==> src/rtl/plic_claim_ctrl.sv <==
// Per-target PLIC claim/complete controller: source gateways, registered priority
// fan-in, threshold compare and claim/complete sequencing. Define PLIC_EDGE_EN for edge gateways.
module plic_claim_ctrl #(
  parameter  int NSRC   = 4,
  parameter  int PRIO_W = 2,
  localparam int IDW    = $clog2(NSRC + 1)
) (
  input  logic                   clock,
  input  logic                   reset,
  input  logic [NSRC-1:0]        io_src_irq,
  input  logic [NSRC*PRIO_W-1:0] io_prio,
  input  logic [NSRC-1:0]        io_enable,
  input  logic [PRIO_W-1:0]      io_threshold,
  input  logic                   io_claim_req,
  output logic                   io_claim_ack,
  output logic [IDW-1:0]         io_claim_id,
  input  logic                   io_complete_valid,
  input  logic [IDW-1:0]         io_complete_id,
  output logic                   io_eip,
  output logic [NSRC-1:0]        io_pending
);

  typedef enum logic [1:0] {GW_IDLE = 2'd0, GW_PEND = 2'd1, GW_INFL = 2'd2} gw_e;
  typedef enum logic {CL_IDLE = 1'b0, CL_RESP = 1'b1} cl_e;

  gw_e               gw_q [NSRC];
  gw_e               gw_d [NSRC];
  cl_e               cl_q, cl_d;
  logic [IDW-1:0]    claim_id_q, claim_id_d;
  logic [IDW-1:0]    best_id_q, best_id_d;
  logic [PRIO_W-1:0] best_prio_q, best_prio_d;
  logic              eip_q, eip_d;
  logic              claim_fire;
  logic [NSRC-1:0]   claim_hit, cmp_hit;

`ifdef PLIC_EDGE_EN
  logic [NSRC-1:0] irq_q;
  logic [1:0]      cnt_q [NSRC];
  logic [1:0]      cnt_d [NSRC];
  logic [NSRC-1:0] rise;

  assign rise = io_src_irq & ~irq_q;
`endif

  // Claim sequencing samples the fan-in value registered before this edge.
  always_comb begin
    cl_d       = cl_q;
    claim_id_d = claim_id_q;
    claim_fire = 1'b0;
    case (cl_q)
      CL_IDLE: if (io_claim_req) begin
        claim_fire = 1'b1;
        claim_id_d = best_id_q;
        cl_d       = CL_RESP;
      end
      CL_RESP: cl_d = CL_IDLE;
      default: cl_d = CL_IDLE;
    endcase
  end

  // Out-of-range and zero completion IDs match no source and fall through.
  always_comb begin
    claim_hit = '0;
    cmp_hit   = '0;
    for (int i = 0; i < NSRC; i++) begin
      claim_hit[i] = claim_fire && (best_id_q == IDW'(i + 1));
      cmp_hit[i]   = io_complete_valid && (io_complete_id == IDW'(i + 1));
    end
  end

  always_comb begin
`ifdef PLIC_EDGE_EN
    logic [1:0] cnt_inc;
`endif
    for (int i = 0; i < NSRC; i++) begin
      gw_d[i] = gw_q[i];
`ifdef PLIC_EDGE_EN
      cnt_inc  = cnt_q[i] + {1'b0, rise[i] & (cnt_q[i] != 2'd3)};
      cnt_d[i] = cnt_inc;
      case (gw_q[i])
        GW_IDLE: begin
          cnt_d[i] = cnt_q[i];
          if (rise[i]) gw_d[i] = GW_PEND;
        end
        GW_PEND: if (claim_hit[i]) gw_d[i] = GW_INFL;
        GW_INFL: if (cmp_hit[i]) begin
          if (cnt_inc != 2'd0) begin
            gw_d[i]  = GW_PEND;
            cnt_d[i] = cnt_inc - 2'd1;
          end else begin
            gw_d[i] = GW_IDLE;
          end
        end
        default: gw_d[i] = GW_IDLE;
      endcase
`else
      case (gw_q[i])
        GW_IDLE: if (io_src_irq[i]) gw_d[i] = GW_PEND;
        GW_PEND: if (claim_hit[i]) gw_d[i] = GW_INFL;
        GW_INFL: if (cmp_hit[i]) gw_d[i] = GW_IDLE;
        default: gw_d[i] = GW_IDLE;
      endcase
`endif
    end
  end

  // Ascending scan with strict compare keeps the lowest ID on priority ties.
  always_comb begin
    best_id_d   = '0;
    best_prio_d = '0;
    for (int i = 0; i < NSRC; i++) begin
      if (gw_q[i] == GW_PEND && io_enable[i] &&
          io_prio[i*PRIO_W +: PRIO_W] > best_prio_d) begin
        best_prio_d = io_prio[i*PRIO_W +: PRIO_W];
        best_id_d   = IDW'(i + 1);
      end
    end
    eip_d = best_prio_d > io_threshold;
  end

  always_ff @(posedge clock) begin
    if (!reset) begin
      for (int i = 0; i < NSRC; i++) gw_q[i] <= GW_IDLE;
      cl_q        <= CL_IDLE;
      claim_id_q  <= '0;
      best_id_q   <= '0;
      best_prio_q <= '0;
      eip_q       <= 1'b0;
`ifdef PLIC_EDGE_EN
      irq_q <= '0;
      for (int i = 0; i < NSRC; i++) cnt_q[i] <= 2'd0;
`endif
    end else begin
      for (int i = 0; i < NSRC; i++) gw_q[i] <= gw_d[i];
      cl_q        <= cl_d;
      claim_id_q  <= claim_id_d;
      best_id_q   <= best_id_d;
      best_prio_q <= best_prio_d;
      eip_q       <= eip_d;
`ifdef PLIC_EDGE_EN
      irq_q <= io_src_irq;
      for (int i = 0; i < NSRC; i++) cnt_q[i] <= cnt_d[i];
`endif
    end
  end

  always_comb begin
    io_pending = '0;
    for (int i = 0; i < NSRC; i++) io_pending[i] = (gw_q[i] == GW_PEND);
  end

  assign io_claim_ack = (cl_q == CL_RESP);
  assign io_claim_id  = (cl_q == CL_RESP) ? claim_id_q : '0;
  assign io_eip       = eip_q;

endmodule

==> config.mk <==
export PLATFORM = sky130hd
export DESIGN_NAME = plic_claim_ctrl
export DESIGN_NICKNAME = d
export VERILOG_FILES = /design/src/rtl/plic_claim_ctrl.sv
export SDC_FILE = /design/constraint.sdc
export NUM_CORES = 1
export LEC_CHECK = 0
export CORE_UTILIZATION = 27
export DETAILED_ROUTE_END_ITERATION = 16
export PLACE_DENSITY_LB_ADDON = 0.15
export SETUP_SLACK_MARGIN = 0.05
export SYNTH_ARGS = -nofsm -noshare
export SYNTH_HDL_FRONTEND = slang
export SYNTH_SLANG_ARGS = --single-unit
==> constraint.sdc <==
create_clock -name clock -period 10.7 [get_ports clock]
set_input_delay 2.14 -clock clock [delete_from_list [all_inputs] [get_ports clock]]
set_output_delay 2.14 -clock clock [all_outputs]
set_load 0.01 [all_outputs]
# Word level (Yosys, flattened, before mapping)

Memory sizes are Yosys's and may differ from the RTL's.
Index checks and enable logic that the tools add are counted.

Bits in registers: 8
Latch bits: 0
Memory bits (writable): 8
Memory bits (read-only): 0
Input port bits: 25
Output and inout port bits: 9
Logic and storage cells: 89
Memories kept: 1

Add/subtract/negate cells: 0
Multiply operators: 0
Div/mod/pow operators: 0
Order comparisons: 5
Equality and inequality tests: 16
Shift operators: 0
Multiplexer cells: 34
Bitwise gates (word level): 6
Reduce and logical (&&, ||, !) cells: 22

Memories:

| memory | depth | bits a word | read ports | clocked after Yosys merged registers in | wr ports | line | RTL |
|---|---|---|---|---|---|---|---|
| gw_q   | 4     | 2           | 4          | 0                                       | 4        | 26   | `gw_e gw_q [NSRC];` |

Operator list:

| kind               | number |
|---|---|
| $mux 2             | 20 |
| $pmux 2 s3         | 4 |
| $logic_and 1x1->1  | 16 |
| $eq 3x2->1 const B | 4 |
| $mux 3             | 4 |
| $eq 2x1->1 const B | 4 |
| $eq 2x2->1 const B | 4 |
| $gt 2x2->1         | 4 |
| $logic_not 2->1    | 4 |
| $eq 3x1->1 const B | 2 |
| $eq 3x3->1 const B | 2 |
| $mux 1             | 5 |
| $or 1x1->1         | 4 |
| $gt 2x1->1 const B | 1 |
| $not 1->1          | 2 |
| $pmux 1 s2         | 1 |
| $reduce_and 2->1   | 1 |
| $reduce_or 2->1    | 1 |

# Longest topological paths before layout

Gate-level depths: netlist (run 1).
An unclocked memory read counts as a cell.

Word-level depth: 15
Depth in mapped cells: 21
Mapped depth without buffers: 21

# Least setup slack after synthesis (run 1)

No wires, ideal clock.

Path type: input -> register
From: input io_prio[1]
To: register eip_q, in the netlist io_eip
Setup time: 114 ps
Arrival time: 5526 ps
Data required time: 10586 ps
Slack: 5060 ps
Cell stages on the path: 19
Buffers on the path: 0
Cells stage by stage: and3_1 -> inv_1 -> ha_1 -> and2b_1 -> o211ai_4 -> mux2i_2 -> ha_1 -> nor2b_1 -> o2111ai_4 -> nor2_1 -> a21o_1 -> ha_1 -> nor2b_1 -> o211a_1 -> o31ai_1 -> a31oi_1 -> ha_1 -> a21oi_1 -> nor2_1

Longest elaborated chain between the ends: 13

RTL lines:

| element              | line | RTL |
|---|---|---|
| start, declared      | 11   | `input logic [NSRC*PRIO_W-1:0] io_prio,` |
| $gt 2x1->1           | 113  | `io_prio[i*PRIO_W +: PRIO_W] > best_prio_d) begin` |
| $logic_and 1x1->1    | 112  | `if (gw_q[i] == GW_PEND && io_enable[i] &&` |
| $mux 2 *             | 112  |  |
| $gt 2x2->1           | 113  |  |
| $logic_and 1x1->1    | 112  |  |
| $mux 2 *             | 112  |  |
| $gt 2x2->1           | 113  |  |
| $logic_and 1x1->1    | 112  |  |
| $mux 2 *             | 112  |  |
| $gt 2x2->1           | 113  |  |
| $logic_and 1x1->1    | 112  |  |
| $mux 2 *             | 112  |  |
| $gt 2x2->1 *         | 118  | `eip_d = best_prio_d > io_threshold;` |
| end signal, assigned | 139  | `eip_q <= eip_d;` |
| end, declared        | 32   | `logic eip_q, eip_d;` |

Every way passes the cells marked *; elsewhere a longest branch is shown, timed or not.
A chain may end at the register's enable or synchronous reset.

# Worst setup path in the final report (run 1)

From: input io_enable[0]
To: register eip_q, in the netlist io_eip

Longest elaborated chain between the ends: 13

RTL lines:

| element                           | line | RTL |
|---|---|---|
| start, declared                   | 12   | `input logic [NSRC-1:0] io_enable,` |
| $logic_and 1x1->1 * (2 in series) | 112  |  |
| $mux 2 *                          | 112  |  |
| $gt 2x2->1                        | 113  |  |
| $logic_and 1x1->1                 | 112  |  |
| $mux 2 *                          | 112  |  |
| $gt 2x2->1                        | 113  |  |
| $logic_and 1x1->1                 | 112  |  |
| $mux 2 *                          | 112  |  |
| $gt 2x2->1                        | 113  |  |
| $logic_and 1x1->1                 | 112  |  |
| $mux 2 *                          | 112  |  |
| $gt 2x2->1 *                      | 118  |  |

Marked as above.

==> results.md, run 1 <==
* Die Span Y at around 65 um
* Final Max Slew Viols at 0
* Post-synth ARST share at 0
* Crit path capture: io_eip
* DRC at 0
* R2r startpoint: gw_q[0][0]
* Starting density of the core at 0.2894
* Share of the synthesized area in the top cell type at 0.2956
* Worst path most repeated cell: ha_1
* Post-CTS Setup Bufs at 0
* Pwr dens at ~110 mW/mm^2
* Cts bufs inserted at 3
* Antenna violations before repair at 0
* Seq/Total Area, Yosys at 0.2956
* EDFF count, synth at 0
* Synth area leaders: dfxtp_1 (30%), ha_1 (9.2%), nor2b_1 (6.9%)
* Core box area at about 0.0037 mm^2
* Post-Synth Simple-Gate Area at 0.2702
* Max Fclk at between 150 and 200 MHz
* CTS H-Tree Depth at 1
* Worst R2R Setup Slack at between 6 and 7 ns
* Clk_skew at approximately 0.0057 ns
* Compound-Gate Fraction of Synth Area at 0.1975
* Syn. warnings at 0
* Post-synth top cells: dfxtp_1 (16), nor2b_1 (12), inv_1 (11), ha_1 (8), mux2i_1 (7)
* Area grow syn2layout at 38.22%
* Clock slew at reported path FFs at 0.07 ns
* Critical path depth in cells at 21
* Syn avg cell area at 9.261 um^2
* Total congestion overflow at 0
* Post-layout util at 0.4001
* Die area at 0.004271 mm^2
* Final setup fails at 0
* P_leak at 0.6133 nW
* Crit-path max cell delay at approximately 0.47 ns
* Initial DRT Pass Iterations at 4
* Critical path arrival at roughly 6.4 ns
* Unique masters post-synth at 37
* Drt first-iter violations at 12
* Worst path bufs/invs at 2
* Dpl hpwl at between 1500 and 2000 um
* Crit path max-delay family: compound AO/OA/AOI/OAI gates
* Layout cell share with drive strength beyond 1 at 0.08054
* Die W at 65.35 um
* GPL Wtd Cong at 0.7678
* CTS max path bufs at 2
* Status: finished, final reports clean
* Post-Route WL at roughly 2400 um
* Ports at 34
* Yosys reg bits at 16
* ANT cells at 0
* Port Buffers at 33
* Peak VDD IR at around 0.036 mV
* Register-to-Register Path Depth at 21
* Minimum clock period at just over 6 ns
* DR vias at a little over 900
* Hold Violations, Final at 0
* CP Class: in2reg
* Crit path cell chain: clkdlybuf4s50_1 > and3_1 > inv_1 > ha_1 > and2b_1 > o211ai_4 > mux2i_2 > ha_1 > nor2b_1 > o2111ai_4 > nor2_1 > a21o_1 > ha_1 > nor2b_1 > o211a_1 > o31ai_1 > a31oi_1 > ha_1 > nand2_1 > nand2_1 > nor2_1
* Post-synth top area cell: dfxtp_1
* Mapped cell area at roughly 0.0011 mm^2
* Largest family of logic cells by synthesized area: simple AND/OR/NAND/NOR gates
* Row count at 22
* Number of global-route vias before repair at roughly 900
* CP startpoint kind: input pin
* Num Clock Sinks at 16
* Design area at about 0.0015 mm^2
* Root Buffer: clkbuf_8
* Fin crit share at 0.5758
* Synth Area in XOR/XNOR at 0
* Placement-stage cell area at approximately 0.0014 mm^2
* Slew HR at 0.6665
* Worst slew pin tran at 0.4988 ns
* Critical path fanouts, max at 9
* WL/cell at roughly 12 um
* Top-count cell post-synth: dfxtp_1
* RSZ-0062 raised after global routing: false
* Mux share of post-synthesis cell area at 0.07737
* CTS tree: done
* Gr usage total at 0.1215
* Final nets at about 180
* Worst Path Required at roughly 11 ns
* Syn Nets at 150
* First-pass GRT wire length at a little over 4000 um
* Hold WC Path Type: reg2reg
* DRT antenna net count at 0
* CTS Hold Buffers Added at 0
* Synth Area in Adders at 0.09238
* Most used flip-flop cell after synthesis: dfxtp_1
* CP startpoint: io_enable[0]
* Largest net degree at the start of global routing at 16
* Resized cells post-CTS at 0
* Reg2reg end: io_eip
* Cells after Synth at 117
* Number of vias per cell at ~4.7
* Crit end category: register
* CP max-delay cell: clkdlybuf4s50_1
* # Max-Cap Violations at 0
* Worst skew pair latency at around 0.25 ns
* Setup_tns at 0 ns
## where the power goes
part | switching [W] | internal [W] | total, W
clock | 0.0000203 | 0.0000326 | 0.0000529
sequential | 0.00000258 | 0.0000625 | 0.0000651
combinational | 0.0000178 | 0.0000225 | 0.0000403
total | 0.0000407 | 0.000118 | 0.000158
## area by class of cell
cell class | count | area [um^2]
fillers | 393 | 2246
clock buffers | 4 | 55.05
flip-flops and latches | 16 | 320.3
repair buffers | 33 | 330.3
multi-input cells | 85 | 690.7
well taps | 48 | 60.06
inverters | 11 | 41.29
## cells by family (layout without fill, tap and decap cells)
kind of cell | count (synthesis) | after routing
simple gates | 46 | 46
compound gates | 23 | 23
flops | 16 | 16
buf+inv | 16 | 48
fa+ha+maj | 8 | 8
mux | 8 | 8
## registers in the layout (all words and copies together) (netlist names)
register and count:
io_claim_ack 1, gw_q 8, claim_id_q 3, io_eip 1, best_id_q 3
## cell usage in the layout (no fill, tap or decap), types with 2 or more instances in the layout
| cell type | count |
|---|---|
| a21oi_1 | 3 |
| a41oi_1 | 4 |
| and2_1 | 5 |
| and2b_2 | 2 |
| and4b_1 | 2 |
| clkbuf_8 | 4 |
| clkdlybuf4s50_1 | 33 |
| dfxtp_1 | 16 |
| ha_1 | 8 |
| inv_1 | 11 |
| mux2i_1 | 7 |
| nand2_1 | 6 |
| nor2_1 | 6 |
| nor2b_1 | 12 |
| nor3b_1 | 2 |
| nor4b_1 | 4 |
| o2111ai_1 | 2 |
| o211a_1 | 2 |
| o21a_1 | 2 |
| o21ai_0 | 2 |
## worst min path at each step
stage	from	depth (start not counted)	endpoint	slack, ns
floorplan	gw_q[2][1]	1	gw_q[2][0]	0.44
global placement	gw_q[2][1]	1	gw_q[2][0]	0.45
detailed placement	gw_q[2][1]	1	gw_q[2][0]	0.46
CTS	gw_q[0][1]	1	gw_q[0][0]	0.47
global route	gw_q[1][1]	1	gw_q[1][0]	0.50
finish	gw_q[0][1]	1	gw_q[0][0]	0.47
## worst register-to-register path, stage by stage, from the launching register on
cell and delay, ns:
dfxtp_1 0.37, nor2b_1 0.26, and3_1 0.25, inv_1 0.06, ha_1 0.28, and2b_1 0.21
o211ai_4 0.21, mux2i_2 0.30, ha_1 0.29, nor2b_1 0.16, o2111ai_4 0.30, nor2_1 0.07
a21o_1 0.16, ha_1 0.27, nor2b_1 0.16, o211a_1 0.25, o31ai_1 0.21, a31oi_1 0.08
ha_1 0.31, nand2_1 0.07, nand2_1 0.05, nor2_1 0.11
## layer usage
layer / GRT usage / share of wire / wire, um / up-vias
met5: 0 / 0 / 0 / -
met4: 0.04076 / 0 / 0 / 0
met3: 0.01910 / 0.046 / 109 / 0
met2: 0.2036 / 0.45 / 1064 / 22
met1: 0.1570 / 0.50 / 1184 / 416
li1: - / - / - / 486
## metrics by stage
| step | hold WS (ns) | setup slack, ns | instances | total power (W) |
|---|---|---|---|---|
| floorplan | 0.4367 | 5.060 | 117 | 0.00008961 |
| global placement | 0.4498 | 4.358 | 193 | 0.0001064 |
| detailed placement | 0.4597 | 4.265 | 193 | 0.0001070 |
| CTS | 0.4741 | 4.532 | 197 | 0.0001600 |
| global route | 0.4992 | 4.245 | 197 | 0.0001685 |
| finish | 0.4690 | 4.539 | 197 | 0.0001583 |
No activity file was read; power rests on OpenSTA's default activity.
==> inputs of run 2 (changes only) <==
clock period = 6 ns   (was 10.7 ns; I/O delays follow)
==> results.md, run 2 (same netlist as run 1, synthesis figures left out) <==
* Core box area at 0.003744 mm^2 (unchanged)
* Gr usage total at 0.1198 (-0.001693)
* Layout cell share with drive strength beyond 1 at 0.08054 (unchanged)
* Ports at 34 (unchanged)
* Area grow syn2layout at 38.22% (unchanged)
* Worst hold start: gw_q[2][1]
* P_leak at 0.6133 nW (unchanged)
* Net Sw Power at 0.00007157 W (+76%)
* Crit-path max cell delay at 0.47 ns (about the same)
* Num Clock Sinks at 16 (unchanged)
* Worst path most repeated cell: ha_1
* Post-CTS Setup Bufs at 0 (unchanged)
* Final setup fails at 0 (unchanged)
* Most frequent cells in the layout: clkdlybuf4s50_1 (33), dfxtp_1 (16), nor2b_1 (12)
* Commonest non-fill, non-tap cell in the layout: clkdlybuf4s50_1
* Placement-stage cell area at 0.001443 mm^2 (unchanged)
* Starting density of the core at 0.2894 (unchanged)
* CP Class: in2reg
* Antenna violations before repair at 0 (unchanged)
* Sequential power share at 0.413 (+0.002)
* Setup_tns at 0 ns (unchanged)
* Dpl hpwl at 1898 um (+1.3%)
* Hold WC Path Type: reg2reg
* Comb pwr share at 0.255 (about the same)
* Fin cells at 197 (unchanged)
* Largest Register: gw_q
* Worst Path Required at 6.18 ns (-4.71 ns)
* Sw Share at 0.2546 (-0.002573)
* Minimum clock period at 5.269 ns
* DRC at 0 (unchanged)
* Worst R2R Setup Slack at 1.49 ns (-4.73 ns)
* Port Buffers at 33 (unchanged)
* Row count at 22 (unchanged)
* CTS Hold Buffers Added at 0 (unchanged)
* Design area at 0.001498 mm^2 (unchanged)
* # Max-Cap Violations at 0 (unchanged)
* Number of global-route vias before repair at 852 (-5.8%)
* DRT antenna net count at 0 (unchanged)
* CP startpoint kind: input pin
* R2r startpoint: gw_q[0][0]
* WL/cell at 11.73 um (-2.0%)
* Root Buffer: clkbuf_8
* Post-Route WL at 2311 um (-2.0%)
* Die area at 0.004271 mm^2 (unchanged)
* Largest regs: gw_q (8), best_id_q (3), claim_id_q (3)
* Pwr dens at 187.7 mW/mm^2 (+78%)
* CTS H-Tree Depth at 1 (unchanged)
* Fin crit share at 0.8781
* Placed Cells at 193 (unchanged)
* Critical path fanouts, max at 9 (unchanged)
* Resized cells post-CTS at 0 (unchanged)
* CP max-delay cell: clkdlybuf4s50_1
* Die Span Y at 65.35 um (unchanged)
* Crit end category: register
* Initial DRT Pass Iterations at 4 (unchanged)
* Final Max Slew Viols at 0 (unchanged)
* Largest net degree at the start of global routing at 16 (unchanged)
* Hold Violations, Final at 0 (unchanged)
* Die W at 65.35 um (unchanged)
* Status: finished, final reports clean
* CTS tree: done
* Clk_skew at 0.003534 ns (-0.002149 ns)
* Worst slew pin tran at 0.4597 ns (-0.03908 ns)
* GPL Wtd Cong at 0.8498 (+11%)
* Slew HR at 0.6926 (+0.02613)
* Drt first-iter violations at 27 (+15)
* First-pass GRT wire length at 3912 um (-3.2%)
* Post-layout util at 0.4001 (unchanged)
* Worst skew pair latency at 0.24 ns (about the same)
* Cts bufs inserted at 3 (unchanged)
* Number of vias per cell at 4.690 (unchanged)
* Clk pwr share at 0.332 (-0.002)
* Internal at 0.0002095 W (+78%)
* ANT cells at 0 (unchanged)
* Clock slew at reported path FFs at 0.06 ns (about the same)
* RSZ-0062 raised after global routing: false
* Max Fclk at roughly 190 MHz
* Final nets at 183 (unchanged)
* CP startpoint: io_enable[0]
* DR vias at 924 (unchanged)
* Crit path cell chain: clkdlybuf4s50_1 > and3_1 > inv_1 > ha_1 > and2b_1 > o211ai_4 > mux2i_2 > ha_1 > nor2b_1 > o2111ai_4 > nor2_1 > a21o_1 > ha_1 > nor2b_1 > o211a_1 > o31ai_1 > a31oi_1 > ha_1 > nand2_1 > nand2_1 > nor2_1
* CTS max path bufs at 2 (unchanged)
* Total congestion overflow at 0 (unchanged)
* Peak VDD IR at 0.05427 mV (+49%)
* Critical path arrival at 5.45 ns (-0.90 ns)
* Max FFs per register at 8 (unchanged)
==> run 2: layout make-up <==
type                            instances  area (um^2)
Fill cell                             384         2246
Multi-Input combinational cell         85        690.7
Timing Repair Buffer                   33        330.3
Sequential cell                        16        320.3
Tap cell                               48        60.06
Clock buffer                            4        55.05
Inverter                               11        41.29
==> run 2: critical path: cells and delay by family <==
family	cells	cell delay, ns
fa+ha+maj	4	1.16
mux	1	0.32
compound gates	6	1.19
buf+inv	2	0.53
simple gates	8	1.05
==> run 2: worst paths after layout <==
kind	to	depth (start not counted)
max	io_eip	21
min	gw_q[2][0]	1
max reg2reg	io_eip	21
min reg2reg	gw_q[2][0]	1
==> run 2: per-stage QoR <==
stage / total power, W / hold WS [ns] / worst slack, ns
finish: 0.0002811 / 0.4795 / 0.7314
global route: 0.0003001 / 0.5007 / 0.4511
CTS: 0.0002855 / 0.4737 / 0.7122
detailed placement: 0.0001904 / 0.4604 / 0.4583
global placement: 0.0001893 / 0.4520 / 0.5722
floorplan: 0.0001598 / 0.4367 / 1.300
==> run 2: layer usage <==
layer / track usage / share of wire / vias to the layer above / wire length, um
met1: 0.1554 / 0.49 / 417 / 1143
met4: 0.04076 / 0 / 0 / 0
li1: - / - / 483 / -
met5: 0 / 0 / - / 0
met2: 0.1985 / 0.46 / 24 / 1057
met3: 0.02083 / 0.048 / 0 / 110
==> run 2: power by group through the flow <==
stage,registers (W),clock network [W],logic (W)
2_1_floorplan,0.000118,0,0.0000422
3_3_place_gp,0.000118,0,0.0000709
3_5_place_dp,0.000119,0,0.0000719
4_1_cts,0.000116,0.0000969,0.0000724
5_1_grt,0.000117,0.000103,0.0000797
6_report,0.000116,0.0000934,0.0000717
==> inputs of run 3 (changes only) <==
CAP_MARGIN = 10   (was default)
==> results of run 3 <==
Final layout, timing and power as in run 2 (identical DEF).
